===== src/rtl/ctr20_pkg.sv =====
// Shared constants and state type for the mod-20 seconds counter
// and the seven-segment decoder stage that consumes its state.
package ctr20_pkg;
    localparam int MAXV = 19;
    localparam int W    = 5;

    typedef logic [W-1:0] state_t;

    localparam state_t MAXV_S = state_t'(MAXV);
endpackage


===== src/rtl/ctr20_key_press.sv =====
// Raw active-low key to one-cycle press pulse: 2-flop synchroniser,
// edge register and a registered falling-edge pulse.
module key_press (
    input  logic clk,
    input  logic rst,
    input  logic key_n,
    output logic press
);
    logic [1:0] sync_q, sync_d;
    logic       lvl_q, lvl_d;
    logic [2:0] arm_q, arm_d;
    logic       press_q, press_d;

    always_comb begin
        sync_d  = {sync_q[0], key_n};
        lvl_d   = sync_q[1];
        arm_d   = {arm_q[1:0], 1'b1};
        // Keys still held when reset drops must not look like fresh presses.
        press_d = arm_q[2] & lvl_q & ~sync_q[1];
    end

    always_ff @(posedge clk) begin
        if (rst) begin
            sync_q  <= 2'b11;
            lvl_q   <= 1'b1;
            arm_q   <= 3'b000;
            press_q <= 1'b0;
        end else begin
            sync_q  <= sync_d;
            lvl_q   <= lvl_d;
            arm_q   <= arm_d;
            press_q <= press_d;
        end
    end

    assign press = press_q;
endmodule


===== src/rtl/ctr20_core.sv =====
// Mod-20 up/down seconds counter with prescaler, run/stop and clear keys.
// MAXV and W come from ctr20_pkg so the decoder stage sees the same range.
module ctr20_core
    import ctr20_pkg::*;
#(
    parameter int DIV = 50_000_000
) (
    input  logic         clk,
    input  logic         rst,
    input  logic         key_run_n,
    input  logic         key_clr_n,
    input  logic         up,
    output logic [W-1:0] state,
    output logic         run,
    output logic         tick,
    output logic         wrap
);
    localparam int PW = (DIV > 2) ? $clog2(DIV) : 1;
    localparam logic [PW-1:0] PRE_MAX = PW'(DIV - 1);

    logic          run_press;
    logic          clr_press;
    logic [PW-1:0] pre_q, pre_d;
    logic          run_q, run_d;
    state_t        state_q, state_d;
    logic          wrap_q, wrap_d;

    key_press u_key_run (
        .clk   (clk),
        .rst   (rst),
        .key_n (key_run_n),
        .press (run_press)
    );

    key_press u_key_clr (
        .clk   (clk),
        .rst   (rst),
        .key_n (key_clr_n),
        .press (clr_press)
    );

    always_comb begin
        tick    = run_q && (pre_q == PRE_MAX);
        run_d   = run_q ^ run_press;
        pre_d   = pre_q;
        state_d = state_q;
        wrap_d  = 1'b0;

        // Prescaler holds while paused so a resume keeps the tick phase.
        if (run_q) begin
            pre_d = tick ? '0 : pre_q + PW'(1);
        end

        if (tick) begin
            if (state_q > MAXV_S) begin
                state_d = '0;
            end else if (up) begin
                if (state_q == MAXV_S) begin
                    state_d = '0;
                    wrap_d  = 1'b1;
                end else begin
                    state_d = state_q + state_t'(1);
                end
            end else begin
                if (state_q == '0) begin
                    state_d = MAXV_S;
                    wrap_d  = 1'b1;
                end else begin
                    state_d = state_q - state_t'(1);
                end
            end
        end

        // Clear overrides a coincident count step; run is left alone.
        if (clr_press) begin
            state_d = '0;
            pre_d   = '0;
            wrap_d  = 1'b0;
        end
    end

    always_ff @(posedge clk) begin
        if (rst) begin
            pre_q   <= '0;
            run_q   <= 1'b0;
            state_q <= '0;
            wrap_q  <= 1'b0;
        end else begin
            pre_q   <= pre_d;
            run_q   <= run_d;
            state_q <= state_d;
            wrap_q  <= wrap_d;
        end
    end

    assign state = state_q;
    assign run   = run_q;
    assign wrap  = wrap_q;
endmodule


===== config.mk =====
export PLATFORM = sky130hd
export DESIGN_NAME = ctr20_core
export DESIGN_NICKNAME = d
export VERILOG_FILES = /design/src/rtl/ctr20_pkg.sv /design/src/rtl/ctr20_key_press.sv /design/src/rtl/ctr20_core.sv
export SDC_FILE = /design/constraint.sdc
export NUM_CORES = 1
export LEC_CHECK = 0
export ABC_AREA = 1
export BUFFER_PORTS_ARGS = -buffer_cell sky130_fd_sc_hd__buf_2
export CAP_MARGIN = 20
export CELL_PAD_IN_SITES_DETAIL_PLACEMENT = 0
export CELL_PAD_IN_SITES_GLOBAL_PLACEMENT = 1
export CORE_ASPECT_RATIO = 2
export CORE_MARGIN = 3
export CORE_UTILIZATION = 39
export DETAILED_ROUTE_END_ITERATION = 8
export PLACE_DENSITY = 0.76
export SLEW_MARGIN = 10
export SYNTH_ARGS = -nofsm -noshare
export SYNTH_HDL_FRONTEND = slang
export SYNTH_SLANG_ARGS = --single-unit

===== constraint.sdc =====
create_clock -name clk -period 1.9 [get_ports clk]
set_input_delay 0.285 -clock clk [delete_from_list [all_inputs] [get_ports clk]]
set_output_delay 0.285 -clock clk [all_outputs]
set_load 0.01 [all_outputs]

# Word level (Yosys, flattened, before mapping)
# Index checks and enable logic that the tools add are counted.
dict set report word_totals {
  ff_bits 47
  inputBits 5
  word_cells 42
}
dict set report classes {
  n_addsub 3
  n_lt_le_gt_ge 1
  eq_ne 2
  n_mux 10
  bitwise_logic 8
  reduce_logical 4
}
# cell n
set ops {}
lappend ops {{$add 26x1->26 const B} 1}
lappend ops {{$eq 26x26->1 const B} 1}
lappend ops {{$mux 26} 1}
lappend ops {{$mux 5} 4}
lappend ops {{$add 5x1->5 const B} 1}
lappend ops {{$eq 5x5->1 const B} 1}
lappend ops {{$gt 5x5->1 const B} 1}
lappend ops {{$logic_not 5->1} 1}
lappend ops {{$mux 1} 5}
lappend ops {{$sub 5x1->5 const B} 1}
lappend ops {{$and 1x1->1} 4}
lappend ops {{$reduce_or 4->1} 1}
lappend ops {{$not 1->1} 3}
lappend ops {{$reduce_or 2->1} 1}
lappend ops {{$logic_and 1x1->1} 1}
lappend ops {{$xor 1x1->1} 1}

# Logic depth before layout (Yosys ltp)
dict set report logic_depth {
  word_depth 4
  mapped_depth 11
}

# By module
# A second synthesis with hierarchy kept.
dict set report hier_totals {
  cells_unflattened 363
  hier_area_um2 2412.3
}
# module n_inst cells_per_inst area_each_um2
set modules_own_cells {}
lappend modules_own_cells {ctr20_core 1 327 2034.5}
lappend modules_own_cells {key_press 2 18 188.9}

# Worst setup path before layout
# Ideal clock, no wire load.
dict set report synth_timing {
  path_kind {flip-flop to flip-flop}
  startpoint {reg pre_q[0]}
  endpoint {reg state_q[4], in the netlist state[4]}
  setup_time_ns 0.114
  t_arrival_ns 1.269
  t_required_ns 1.786
  slack_ns 0.517
  stages_incl_launch_ff 12
  path_buffers 1
  period_less_slack_ns 1.383
  cell_sequence {dfxtp_1 > ha_1 > nand2_1 > inv_1 > nand3_1 > nor2_2 > nand2_2 > nand2_4 > inv_2 > buf_6 > nand2_1 > nand2_1}
}
dict set report synth_via {
  elab_chain_len 2
}
# item line_no
set synth_rtl {}
lappend synth_rtl {{start, declared} ctr20_core.sv:23} ;# logic [PW-1:0] pre_q, pre_d;
lappend synth_rtl {{start signal, assigned} ctr20_core.sv:89} ;# pre_q <= pre_d;
lappend synth_rtl {{$eq 26x26->1} ctr20_core.sv:43} ;# tick = run_q && (pre_q == PRE_MAX);
lappend synth_rtl {{$logic_and 1x1->1} ctr20_core.sv:43}
lappend synth_rtl {{end signal, assigned} ctr20_core.sv:91} ;# state_q <= state_d;
lappend synth_rtl {{end, declared} ctr20_core.sv:25} ;# state_t state_q, state_d;
# Every way passes these cells.
# A chain may end at the register's enable or synchronous reset.

# Worst setup path in the final report
dict set report layout_timing {
  startpoint {reg pre_q[1]}
  endpoint {out tick}
}
dict set report layout_via {
  elab_chain_len 2
}
# item line_no
set layout_rtl {}
lappend layout_rtl {{$eq 26x26->1} ctr20_core.sv:43}
lappend layout_rtl {{$logic_and 1x1->1} ctr20_core.sv:43}
lappend layout_rtl {{end, declared} ctr20_core.sv:15} ;# output logic tick,
# Every way passes these cells.

==> summary.txt <==
Critical path
  • Crit path max fanout: 4
  • Worst Path Arrival: 1490 ps
  • Setup crit start kind: flop
  • Setup CP Type: flop to output pin
  • Worst Setup End Kind: output pin
  • CP max-delay cell: dfxtp_2
  • Critical Path RT: 1620 ps
  • Worst path max stage delay: 360 ps
  • CP cell instances: ha_1 -> nand2_2 -> inv_2 -> nand3_2 -> inv_2 -> nand2_2 -> nor2_4 -> buf_2

Global routing
  • Total gr overflow: 0
  • First-pass GRT wire length: 9.315 mm
  • Largest net degree at the start of global routing: 14
  • Overall routing resource usage: 18.76%
  • Vias in the first global route: 2,020
  • Initial antenna violation count: 0

Yosys
  • Mapped Area: 2277 um2
  • Post-synthesis mux area share: 0%
  • Syn. warnings: 0
  • Post-Synthesis Cells: 326
  • Largest family of logic cells by synthesized area: simple AND/OR/NAND/NOR gates
  • Syn_area_per_cell: 6.985 um2
  • Share of the synthesized area in the top cell type: 38.68%
  • Sequential area share after synthesis: 38.68%
  • Synth Area in XOR/XNOR: 4.231%
  • Synth Area in Simple Gates: 40.71%
  • Top post-synthesis cells by area: dfxtp_1 (39%), nand2_1 (11%), nor2_1 (9.2%)
  • Mapped Nets: 335
  • Largest area contributor in the netlist: dfxtp_1
  • Synth unique cells: 31
  • Post-Synth Adder-Cell Area: 2.198%
  • Synth Area in Compound Gates: 5.879%
  • Count of state elements after synthesis: 44

Route
  • Pre-antenna DRT Iters: 4
  • Avg WL per Cell: 14.12 um
  • Post-route DRC violation count: 0
  • Routed Antenna Nets: 0
  • Via density per instance: 4.998
  • Initial DRC count: 46
  • Vias: 2,039
  • Detailed Route WL: 5.759 mm

Layout
  • # diodes: 0
  • Post-Layout Inst Area: 2577 um2
  • FILL cells: 594
  • Commonest non-fill, non-tap cell in the layout: nand2_1
  • Area occupied by registers: 884.6 um2
  • Area Growth Syn to Fin: 13.19%
  • Most frequent cells in the layout: nand2_1 (63), nor2_1 (56), dfxtp_1 (41)
  • NumNets Final: 357
  • Multi-input gate area: 1215 um2
  • Share of cells above drive strength 1: 20.11%

Placement
  • GP Congestion: 0.8400
  • Number of port buffers: 12
  • Placed inst area: 2422 um2
  • Post-DP HPWL: 4.579 mm

Power
  • Pwr dens: 713.0 nW/um2
  • Static Leak: 1.086 nW
  • Worst vdd ir: 709.2 uV

STA
  • Final setup violation count: 0
  • Actual slew at the worst max-slew pin: 280.7 ps
  • Tcrit/Tclk final: 93.44%
  • Min cycle time layout: 1775 ps
  • Fin. max-slew vios: 0
  • Hold_ws: 156.0 ps
  • Clk_skew: 8.079 ps
  • Final hold vios: 0
  • Final setup TNS: 0 ps
  • Worst slew margin: 81.14%
  • Fmax: 563.3 MHz

Clock network
  • Root buffer cell: clkbuf_8
  • Hold Buf Count CTS: 0
  • CTS tree: done
  • Worst skew pair latency: 310 ps
  • TritonCTS buffer count: 5
  • H-tree levels: 2
  • Clock transition at the registers of the reported paths: 80 ps
  • Clock buffer depth: 2
  • CTS Sinks: 44

Run status
  • Status: finished, final reports clean

Floorplan
  • Initial Utilization: 41.29%
  • Die Span Y: 114.1 um
  • Io pins: 13
  • Number of placement rows: 38
  • Die Width: 60.03 um
  • Core Box Area: 5515 um2
  • Die Area: 6847 um2

Flow run
  • Max cap viols: 0

Worst hold path
  • Hold Crit Class: primary input to flop
## sequential cells by signal, indices dropped and copies added (netlist names)
| signal | flops |
|---|---|
| pre_q | 26 |
| state | 5 |
| u_key_run.arm_q | 3 |
| u_key_clr.sync_q | 2 |
| u_key_run.sync_q | 2 |
| run | 1 |
| u_key_clr.lvl_q | 1 |
| u_key_clr.press | 1 |
| u_key_run.lvl_q | 1 |
| u_key_run.press | 1 |
| wrap | 1 |
## worst max-delay path: cells and delay by family, from the launching register on
kind / cells / cell delay, ps
adder cells (fa/ha/maj): 1 / 180
buffers and inverters: 3 / 280
flip-flops: 1 / 360
AND/OR/NAND/NOR: 4 / 370
## layer usage
layer	wire length [um]	global-route usage (%)	share of wire, %
met4	191	9.615	3.3
met2	3457	37.72	60
met1	1950	15.97	34
met3	160	3.160	2.8
met5	0	0	0
## what timing repair did
item,CTS,global route
endpoints found under the setup margin,1,1
resized for setup,3,3
pin swaps,0,0
setup buffers,0,2
## cells by family after synthesis
logic type | count (synthesis)
adder cells (fa/ha/maj) | 4
AO/OA/AOI/OAI | 26
XOR/XNOR | 11
AND/OR/NAND/NOR | 195
buffers and inverters | 46
flip-flops | 44
## power by group
| part | total (mW) | internal (mW) | switching, mW |
|---|---|---|---|
| Combinational | 0.0518 | 0.0178 | 0.0339 |
| Sequential | 0.932 | 0.930 | 0.00228 |
| Clock | 0.854 | 0.518 | 0.336 |
| Total | 1.84 | 1.47 | 0.372 |
## cells in the mapped netlist, drive strengths merged
cell and n:
a211oi 1, a21oi 14, and2 1, buf 4
clkbuf 1, dfxtp 44, ha 4, inv 41
nand2 73, nand3 26, nand3b 1, nand4 10
nor2 69, nor3 5, nor3b 3, o21ai 10
o22ai 1, or2 7, xnor2 2, xor2 9
## area by class of cell
class / instances / share of cell area [%]
Timing Repair Buffer: 20 / 4.660
Inverter: 41 / 5.971
Clock buffer: 5 / 2.670
Clock inverter: 2 / 2.330
Sequential cell: 44 / 34.32
Tap cell: 60 / 2.913
Multi-Input combinational cell: 236 / 47.14
## final timing paths
path,startpoint,end,slack [ps],cells after the start
worst max-delay path,pre_q[1]$_SDFFE_PP0P_,tick,120,8
worst max register to register,pre_q[1]$_SDFFE_PP0P_,pre_q[18]$_SDFFE_PP0P_,320,11
worst min-delay path,key_run_n,u_key_run.sync_q[0]$_SDFF_PP1_,160,2
worst min register to register,u_key_run.arm_q[1]$_SDFF_PP0_,u_key_run.arm_q[2]$_SDFF_PP0_,410,2
## through the flow
| step | instances | setup WS, ps | total power [mW] | util [%] |
|---|---|---|---|---|
| after floorplan | 326 | 517.0 | 0.9906 | - |
| after global placement | 399 | 342.2 | 1.006 | 43.92 |
| after detailed placement | 399 | 315.2 | 1.006 | 43.92 |
| after CTS | 406 | 17.65 | 1.863 | 46.39 |
| after global routing | 408 | -12.46 | 1.896 | 46.73 |
| final | 408 | 124.7 | 1.838 | 46.73 |
Power figures use the tool's default switching activity.
